## src/rtl/piano_defs_pkg.sv

```systemverilog
// Shared piano definitions: mode codes decoded by the selector and players, song index width,
// and the mode FSM state encoding used by mode_ctrl.
package piano_defs_pkg;

  localparam int unsigned SongW = 2;

  localparam logic [2:0] MODE_IDLE   = 3'b000;
  localparam logic [2:0] MODE_AUTO   = 3'b011;
  localparam logic [2:0] MODE_MANUAL = 3'b001;
  localparam logic [2:0] MODE_LEARN  = 3'b111;

  typedef logic [SongW-1:0] song_t;

  typedef enum logic [1:0] {
    StIdle,
    StAuto,
    StManual,
    StLearn
  } mode_state_e;

  function automatic mode_state_e next_mode(input mode_state_e s);
    unique case (s)
      StIdle:   return StAuto;
      StAuto:   return StManual;
      StManual: return StLearn;
      default:  return StIdle;
    endcase
  endfunction

  function automatic logic [2:0] mode_code(input mode_state_e s);
    unique case (s)
      StIdle:   return MODE_IDLE;
      StAuto:   return MODE_AUTO;
      StManual: return MODE_MANUAL;
      default:  return MODE_LEARN;
    endcase
  endfunction

endpackage

```

## src/rtl/btn_debounce.sv

```systemverilog
// One push button: 2-flop synchroniser, stability counter, and a one-cycle press pulse
// on the debounced rising edge (release gives no pulse).
module btn_debounce #(
  parameter logic [19:0] DEBOUNCE_CYCLES = 20'd1_000_000
) (
  input  logic clk_i,
  input  logic rst_i,
  input  logic btn_i,
  output logic press_o
);

  logic        sync1_q, sync2_q;
  logic        level_q, level_d;
  logic        level_prev_q;
  logic        press_q;
  logic [19:0] cnt_q, cnt_d;

  always_comb begin
    level_d = level_q;
    cnt_d   = '0;
    if (sync2_q != level_q) begin
      if (cnt_q == DEBOUNCE_CYCLES - 20'd1) begin
        level_d = sync2_q;
      end else begin
        cnt_d = cnt_q + 20'd1;
      end
    end
  end

  always_ff @(posedge clk_i) begin
    if (rst_i) begin
      sync1_q      <= 1'b0;
      sync2_q      <= 1'b0;
      level_q      <= 1'b0;
      level_prev_q <= 1'b0;
      press_q      <= 1'b0;
      cnt_q        <= '0;
    end else begin
      sync1_q      <= btn_i;
      sync2_q      <= sync1_q;
      level_q      <= level_d;
      level_prev_q <= level_q;
      // Registered edge detect puts the pulse DEBOUNCE_CYCLES+2 edges after first sampling.
      press_q      <= level_q & ~level_prev_q;
      cnt_q        <= cnt_d;
    end
  end

  assign press_o = press_q;

endmodule

```

## src/rtl/mode_ctrl.sv

```systemverilog
// Piano front-end: debounced buttons drive the mode/song FSM and a one-cycle restart strobe.
// Optional inactivity timeout back to IDLE is enabled by defining IDLE_TIMEOUT_EN.
module mode_ctrl
  import piano_defs_pkg::*;
#(
  parameter logic [19:0] DEBOUNCE_CYCLES = 20'd1_000_000,
  parameter logic [2:0]  NUM_SONGS       = 3'd4,
  parameter logic [31:0] TIMEOUT_CYCLES  = 32'd1_000_000_000
) (
  input  logic             clk_i,
  input  logic             rst_i,
  input  logic             btn_mode_i,
  input  logic             btn_next_i,
  input  logic             btn_prev_i,
  output logic [2:0]       mode_o,
  output logic [SongW-1:0] song_num_o,
  output logic             restart_o
);

  localparam song_t LastSong = song_t'(NUM_SONGS - 3'd1);

  logic        mode_p, next_p, prev_p, any_press;
  logic        timeout_hit;
  mode_state_e state_q, state_d;
  song_t       song_q, song_d;
  logic        restart_q, restart_d;

  btn_debounce #(.DEBOUNCE_CYCLES(DEBOUNCE_CYCLES)) u_db_mode (
    .clk_i  (clk_i),
    .rst_i  (rst_i),
    .btn_i  (btn_mode_i),
    .press_o(mode_p)
  );

  btn_debounce #(.DEBOUNCE_CYCLES(DEBOUNCE_CYCLES)) u_db_next (
    .clk_i  (clk_i),
    .rst_i  (rst_i),
    .btn_i  (btn_next_i),
    .press_o(next_p)
  );

  btn_debounce #(.DEBOUNCE_CYCLES(DEBOUNCE_CYCLES)) u_db_prev (
    .clk_i  (clk_i),
    .rst_i  (rst_i),
    .btn_i  (btn_prev_i),
    .press_o(prev_p)
  );

  assign any_press = mode_p | next_p | prev_p;

`ifdef IDLE_TIMEOUT_EN
  logic [31:0] idle_cnt_q, idle_cnt_d;

  assign timeout_hit = (state_q != StIdle) && (idle_cnt_q == TIMEOUT_CYCLES - 32'd1);

  always_comb begin
    idle_cnt_d = idle_cnt_q + 32'd1;
    if (any_press || state_q == StIdle || timeout_hit) begin
      idle_cnt_d = '0;
    end
  end

  always_ff @(posedge clk_i) begin
    if (rst_i) begin
      idle_cnt_q <= '0;
    end else begin
      idle_cnt_q <= idle_cnt_d;
    end
  end
`else
  logic unused_timeout;
  assign unused_timeout = ^TIMEOUT_CYCLES;
  assign timeout_hit    = 1'b0;
`endif

  always_ff @(posedge clk_i) begin
    if (rst_i) begin
      state_q   <= StIdle;
      song_q    <= '0;
      restart_q <= 1'b0;
    end else begin
      state_q   <= state_d;
      song_q    <= song_d;
      restart_q <= restart_d;
    end
  end

  // Mode press outranks timeout and song steps; next+prev together cancel.
  always_comb begin
    state_d = state_q;
    song_d  = song_q;
    if (mode_p) begin
      state_d = next_mode(state_q);
    end else if (timeout_hit) begin
      state_d = StIdle;
    end else if (state_q == StAuto || state_q == StLearn) begin
      if (next_p && !prev_p) begin
        song_d = (song_q == LastSong) ? '0 : song_q + song_t'(1);
      end else if (prev_p && !next_p) begin
        song_d = (song_q == '0) ? LastSong : song_q - song_t'(1);
      end
    end
    restart_d = (state_d != state_q) || (song_d != song_q);
  end

  always_comb begin
    mode_o     = mode_code(state_q);
    song_num_o = song_q;
    restart_o  = restart_q;
  end

endmodule

```

## config.mk

```make
export PLATFORM = sky130hd
export DESIGN_NAME = mode_ctrl
export DESIGN_NICKNAME = d
export VERILOG_FILES = /design/src/rtl/piano_defs_pkg.sv /design/src/rtl/btn_debounce.sv /design/src/rtl/mode_ctrl.sv
export SDC_FILE = /design/constraint.sdc
export NUM_CORES = 1
export LEC_CHECK = 0
export CORE_MARGIN = 3
export CORE_UTILIZATION = 55
export CTS_BUF_LIST = sky130_fd_sc_hd__clkbuf_16
export CTS_CLUSTER_DIAMETER = 50
export CTS_CLUSTER_SIZE = 20
export DETAILED_ROUTE_END_ITERATION = 7
export GPL_ROUTABILITY_DRIVEN = 0
export PLACE_DENSITY = 0.73
export SKIP_CTS_REPAIR_TIMING = 1
export SYNTH_ARGS = -nofsm -noshare
export SYNTH_HDL_FRONTEND = slang
export SYNTH_SLANG_ARGS = --single-unit
```

## constraint.sdc

```tcl
create_clock -name clk_i -period 5.2 [get_ports clk_i]
set_input_delay 0.52 -clock clk_i [delete_from_list [all_inputs] [get_ports clk_i]]
set_output_delay 0.52 -clock clk_i [all_outputs]
set_load 0.02 [all_outputs]
```

Word level (Yosys, flattened, before mapping):

Cells that the tools add are included.

* flip-flop bits (word level): 80
* bits of input ports: 5

* reductions and logical operators: 14
* muxes and demuxes: 9
* bitwise gates (word level): 9
* add/sub/neg operators: 5
* equality and inequality tests: 12

Operators with widths (count)
* 20-bit by 1-bit adder with 20-bit output, second input constant: 3
* 20-bit equality test, second input constant: 3
* 2-bit 2-to-1 mux: 7
* 3-bit case mux with 3 select lines: 1
* 3-bit OR reduction: 3
* 2-bit equality test, second input constant: 3
* 1-bit inverter: 6
* 2-bit case mux with 3 select lines: 1
* 2-bit AND reduction: 3
* 2-bit logical NOT: 2
* 2-bit != test: 2
* 1-bit AND: 3
* 1-bit != test: 3
* 2-bit by 1-bit adder with 2-bit output, second input constant: 1
* 2-bit by 1-bit equality test with 1-bit output, second input constant: 1
* 1-bit logical AND: 2
* 1-bit logical NOT: 2
* 1-bit logical OR: 2
* 2-bit by 1-bit subtractor with 2-bit output, second input constant: 1

Logic depth before layout (Yosys ltp):

Gate-level depths: netlist of run 1.

* depth after elaboration: 8
* gate-level depth with buffers: 7
* depth with buffers taken out: 6

By module:

Synthesis of run 1 repeated with hierarchy kept, for this count alone.

* cell total of the unflattened synthesis: 405
* area total of the unflattened synthesis: 3626.0 µm²

Modules (own cells, without submodules)
* btn_debounce: area each 1074.8 µm², seq. area each 500.5 µm², cells each 119, times used 3
* mode_ctrl: area each 401.6 µm², seq. area each 100.1 µm², cells each 48, times used 1

Worst setup path after synthesis of run 1:

Ideal clock, no wire load.

* kind: reg-to-reg
* from: register u_db_mode.cnt_q[11]
* to: register u_db_mode.cnt_q[10]
* setup slack: 3.339 ns
* arrival: 1.746 ns
* path buffers: 1
* stages on the path, launching flop included: 6
* clock period less this slack: 1.861 ns
* setup time: 0.115 ns
* cell sequence: dfxtp_1 -> or4_1 -> or4_4 -> o21ai_4 -> buf_6 -> nor2_1

* cells in the longest elaborated chain, start to end: 2

RTL lines
* from (decl): line btn_debounce.sv:16 `logic [19:0] cnt_q, cnt_d;`
* from (signal assigned): line btn_debounce.sv:45 `cnt_q <= cnt_d;`
* 20-bit equality test: line btn_debounce.sv:22 `if (cnt_q == DEBOUNCE_CYCLES - 20'd1) begin`
* 3-bit OR reduction (no line)

No other way between the ends.
A chain may end at the register's enable or synchronous reset.

Final worst setup path of run 1:

* from: register state_q[1]
* to: output mode_o[1]

* cells in the longest elaborated chain, start to end: 2

RTL lines
* from (decl): line mode_ctrl.sv:24 `mode_state_e state_q, state_d;`
* from (signal assigned): line mode_ctrl.sv:78 `state_q <= StIdle;`
* from (signal assigned): line mode_ctrl.sv:82 `state_q <= state_d;`
* 2-bit equality test, or another cell as far along: line piano_defs_pkg.sv:31 `unique case (s)`
* 3-bit case mux with 3 select lines *: line piano_defs_pkg.sv:31
* to (decl): line mode_ctrl.sv:15 `output logic [2:0] mode_o,`

Mark *: on every way between the ends. The rest lies on a longest branch, timed or not.

==> flow_summary.ini, run 1 <==
[synth]
syn_avg_cell_area_um2 = 8.78
synth_top_family_by_area = simple AND/OR/NAND/NOR gates
synth_nets = 423
synth_xor_area_share_pct = 10.3
synth_cells = 408
syn_area_um2 = 3580
ys_top_cells_by_area = dfxtp_1 (45%), xnor2_1 (6.8%), nor2_1 (5.3%)
yosysTopAreaCell = dfxtp_1
synth-compound-area-share_pct = 9.78
synth_adder_area_share_pct = 3.49
ys_seq_area_share_pct = 44.7
synthMuxAreaShare_pct = 0.594
synth_top_area_share_pct = 44.7
synthArstFlopShare_pct = 0
synth_flop_cell = dfxtp_1
synth-simple-area-share_pct = 27.4
synth_edf_count = 0
yosysWarnings = 0
yosysUniqueCellTypes = 40
ys_ff_latch = 80

[grt]
first_global_vias = 2607
grt_pass1_wl_mm = 11.1
overflow = 0
track_usage_pct = 18.0
grt_antenna_before_repair = 0
grt_max_degree = 22

[timing]
hold_violations = 0
finalSetupTns_ps = 0
tightestPinTransition_ps = 703
report.final.slew_viol_count = 0
fin_skew_ps = 8.93
rsz0062_at_grt = no
finalSetupViolations = 0
max_freq_mhz = 421
finalCritPeriodShare_pct = 45.7
fin_crit_ps = 2370
relSlewSlack_pct = 53.0

[finish]
multi_input_area_um2 = 1850
final_cell_mix = dfxtp_1 (80), nor2_1 (51), xnor2_1 (28)
mostFrequentLayoutCell = dfxtp_1
nNetsFinal = 433
drive_gt1_share_pct = 7.09
utilization_pct = 66.1
area_growth_syn_to_layout_pct = 12.5
ff_latch_area_um2 = 1600
diodes = 0
num-fill-cells = 514

[setup_path]
cp.arrival_ps = 1850
cp_cell_sequence = inv_1 -> ha_1 -> or2_2 -> clkdlybuf4s50_1
cp_slowest_cell = clkdlybuf4s50_1
cp-end-kind = output port
required_ps = 4680
criticalPathCategory = flop to output port
worst-path-buf-inv = 2
cp-start-kind = flop
crit_fanout = 5
crit_family = buffers and inverters
slowest_delay_ps = 530

[detailed_routing]
wl_mm = 6.12
firstDrtPassIters = 4
drt-initial-drc-count = 122
routed_via_density = 5.67
drcViolationCount = 0
drt-met1-wl_mm = 3.05
wl_met3_um = 113
top_layer = met4
ant_nets = 0
wire_per_inst_um = 12.3
vias = 2822
wl_met2_mm = 2.88

[placement]
io_buffers = 10
hpwlAfterDp_mm = 4.18

[clock_network]
clk_pin_slew_ps = 70
numCtsBuffers = 9
insertion_delay_ps = 330
h-tree-depth = 3
clkSinkCount = 80
clk_path_buf_depth = 2
cts_tree = done
clock-root-buffer = clkbuf_16

[floorplan]
fp.dieH_um = 86.7
ios = 11
fp.dieArea_um2 = 7520
rows = 28
fp.dieW_um = 86.7
core_area_um2 = 6100
start_util_pct = 58.8

[worst_hold_path]
hp-class = flop to flop

[pwr]
power.density_nw_per_um2 = 309
leakagePower_nw = 1.24
peakVddDrop_mv = 0.220

[job]
maxCapViolCount = 0

[outcome]
status = finished clean
==> per-stage QoR <==
| step | hold slack, ps | power (mW) | worst slack, ps | area, um^2 | instances |
|---|---|---|---|---|---|
| floorplan | 367 | 0.639 | 3340 | 3580 | 408 |
| global placement | 371 | 0.645 | 3060 | 3730 | 482 |
| detailed placement | 372 | 0.645 | 3060 | 3730 | 482 |
| CTS | 379 | 1.26 | 2800 | 4030 | 498 |
| global route | 395 | 1.29 | 2720 | 4030 | 498 |
| finish | 374 | 1.25 | 2830 | 4030 | 498 |
==> layer usage <==
| layer | vias to the layer above | GRT usage [%] |
|---|---|---|
| met5 | - | 0 |
| met4 | 0 | 6.80 |
| met3 | 9 | 3.71 |
| met2 | 26 | 29.3 |
| met1 | 1330 | 23.4 |
| li1 | 1457 | - |
==> logic make-up after synthesis <==
| kind of cell | count (synthesis) |
|---|---|
| AOI/OAI and AO/OA | 58 |
| xor gates and xnor gates | 42 |
| adders and majority gates | 10 |
| buffers and inverters | 34 |
| DFF | 80 |
| muxes | 2 |
| and+or+nand+nor | 182 |
==> final timing paths <==
path	depth (start not counted)	slack, ps	from	endpoint
hold reg to reg	1	370	u_db_next.level_prev_q	u_db_next.press_o
setup / recovery	4	2830	state_q[1]	mode_o[1]
hold / removal	1	370	u_db_next.level_prev_q	u_db_next.press_o
setup reg to reg	4	3150	u_db_mode.cnt_q[10]	u_db_mode.cnt_q[9]
==> flip-flops by register name, indices dropped and copies added, names as in the netlist, 2 cells and up <==
name and cells:
u_db_mode.cnt_q 20, state_q 2, u_db_next.cnt_q 20, u_db_prev.cnt_q 20, song_num_o 2
==> cell type report <==
class                      count  area share [%]
timing repair buffer          12            2.86
sequential                    80            39.7
clock buffer                   9            5.59
clock inverter                 7            1.77
inverter                      21            1.96
tap                           75            2.33
multi-input combinational    294            45.8
==> Yosys cell counts, drive strengths merged, types with 8 or more instances <==
cell type  count
a21oi         23
clkbuf        11
dfxtp         80
ha            10
inv           21
nand2         19
nand3         24
nand4         11
nor2          51
nor2b         13
nor3           9
nor4           9
o21ai         19
o31ai          8
or3           15
or4           12
xnor2         28
xor2          14
==> power breakdown <==
| part | internal, mW | total (mW) | switching, mW |
|---|---|---|---|
| clock network | 0.371 | 0.616 | 0.244 |
| logic | 0.00576 | 0.0135 | 0.00770 |
| registers | 0.616 | 0.617 | 0.00173 |
No activity file was read; power rests on OpenSTA's default activity.
==> inputs of run 2 (changes only) <==
- PLACE_DENSITY: 0.73 -> 0.75
- clock period: 5.2 -> 1.9 ns (I/O delays scaled with it)
==> run 2 against run 1 <==
Against the previous run:
- power rose to 2.8 times the previous value
- design area up 5.8%
- combinational power rose to 3.4 times the previous value
- via count up 1.8%
- clock skew down 4.0 ps
- critical path depth unchanged
- critical path type is now flop to flop
- worst setup slack worse by 2800 ps
- clock power rose to 2.8 times the previous value
- clock-buffer cell count unchanged
- hold slack better by 9.2 ps
==> flow_summary.ini, run 2 (synthesis gave the netlist of run 1 again) <==
[worst_hold_path]
hp-class = flop to flop
hold_start = u_db_prev.level_prev_q

[clock_network]
h-tree-depth = 3
insertion_delay_ps = 330
numCtsBuffers = 9
clkSinkCount = 80
clk_pin_slew_ps = 60
clock-root-buffer = clkbuf_16
cts_tree = done
clk_path_buf_depth = 2

[grt]
overflow = 0
grt_antenna_before_repair = 0
first_global_vias = 2735
track_usage_pct = 19.6
grt_pass1_wl_mm = 11.9
grt_max_degree = 21

[detailed_routing]
ant_nets = 0
wire_per_inst_um = 12.8
drcViolationCount = 0
wl_mm = 6.66
routed_via_density = 5.50
firstDrtPassIters = 4
drt-initial-drc-count = 72
vias = 2872

[timing]
finalSetupViolations = 0
report.final.slew_viol_count = 0
fin_crit_ps = 1890
finalCritPeriodShare_pct = 99.4
rsz0062_at_grt = yes
fin_hold_ws_ps = 384
fin_skew_ps = 4.96
max_freq_mhz = 530
hold_violations = 0
tightestPinTransition_ps = 422
relSlewSlack_pct = 71.5

[placement]
hpwlAfterDp_mm = 4.57
io_buffers = 10
dpl_cell_area_um2 = 3920

[finish]
final_cell_mix = dfxtp_1 (79), nor2_1 (49), xnor2_1 (28)
drive_gt1_share_pct = 13.6
area_growth_syn_to_layout_pct = 19.1
finalInstanceArea_um2 = 4270
utilization_pct = 70.0
nNetsFinal = 458
mostFrequentLayoutCell = dfxtp_1
diodes = 0
num-fill-cells = 484
largestRegisters = u_db_mode.cnt_q x20, u_db_next.cnt_q x20, u_db_prev.cnt_q x20

[floorplan]
fp.dieArea_um2 = 7520
fp.dieH_um = 86.7
ios = 11
rows = 28
fp.dieW_um = 86.7
start_util_pct = 58.8
core_area_um2 = 6100

[setup_path]
cp-start-kind = flop
r2r-start = u_db_mode.cnt_q[10]
required_ps = 2170
criticalPathCategory = flop to flop
cp.arrival_ps = 2150
cp_cell_sequence = or4_4 -> or4_4 -> or3_4 -> a21oi_2
cp_common_cell = or4_4
crit_fanout = 3
cp-end-kind = flop
slowest_delay_ps = 530
cp_slowest_cell = or4_4
critPathLaunch = u_db_mode.cnt_q[10]

[outcome]
status = finished clean

[job]
maxCapViolCount = 0

[pwr]
leakagePower_nw = 1.42
peakVddDrop_mv = 0.862
power.density_nw_per_um2 = 815
-- run 2: cell count changes in the layout (fill, tap and decap cells not counted), moves of 2 or more --
cell	previous run	this run
buf_4	2	24
buf_6	0	3
a21oi_1	23	21
a21oi_2	0	2
clkdlybuf4s50_1	10	8
clkinv_4	2	0
dlymetal6s2s_1	0	2
nor2_1	51	49
nor2_2	0	2
or4_1	11	9
or4_4	1	3
-- run 2: final timing paths --
check,endpoint,depth (start not counted),slack (ps)
max,u_db_mode.level_q,4,10
min,u_db_prev.press_o,1,380
max reg2reg,u_db_mode.level_q,4,10
min reg2reg,u_db_prev.press_o,1,380
-- run 2: power breakdown --
group	internal, mW	switching [mW]	leakage, nW
sequential	1.69	0.00381	0.646
clock	1.13	0.617	0.152
combinational	0.0216	0.0245	0.625
-- run 2: layout make-up --
class	count	area, um^2	share of cell area (%)
multi-input combinational	294	1870	43.8
clock buffer	9	225	5.28
sequential	80	1600	37.6
clock inverter	6	76.3	1.79
timing repair buffer	37	319	7.48
tap	75	93.8	2.20
inverter	21	78.8	1.85
-- run 2: critical path: cells and delay by family, from the launching register on --
family | cells | cell delay, ps
and+or+nand+nor | 3 | 1390
AOI/OAI and AO/OA | 1 | 120
DFF | 1 | 320
-- run 2: per-layer routing --
layer | GRT usage (%) | routed length [um]
met5 | 0 | 0
met1 | 24.5 | 3170
met2 | 31.8 | 3200
met4 | 5.67 | 57
met3 | 6.94 | 233
-- run 2: metrics by stage --
step | power [mW] | setup slack [ps] | instances | setup TNS [ps]
final | 3.48 | 12.3 | 522 | 0
after global routing | 3.61 | -29.4 | 522 | -266
after CTS | 3.51 | -157 | 522 | -157
after detailed placement | 1.77 | 24.4 | 507 | 0
after global placement | 1.77 | 56.1 | 507 | 0
after floorplan | 1.75 | 39.1 | 408 | 0
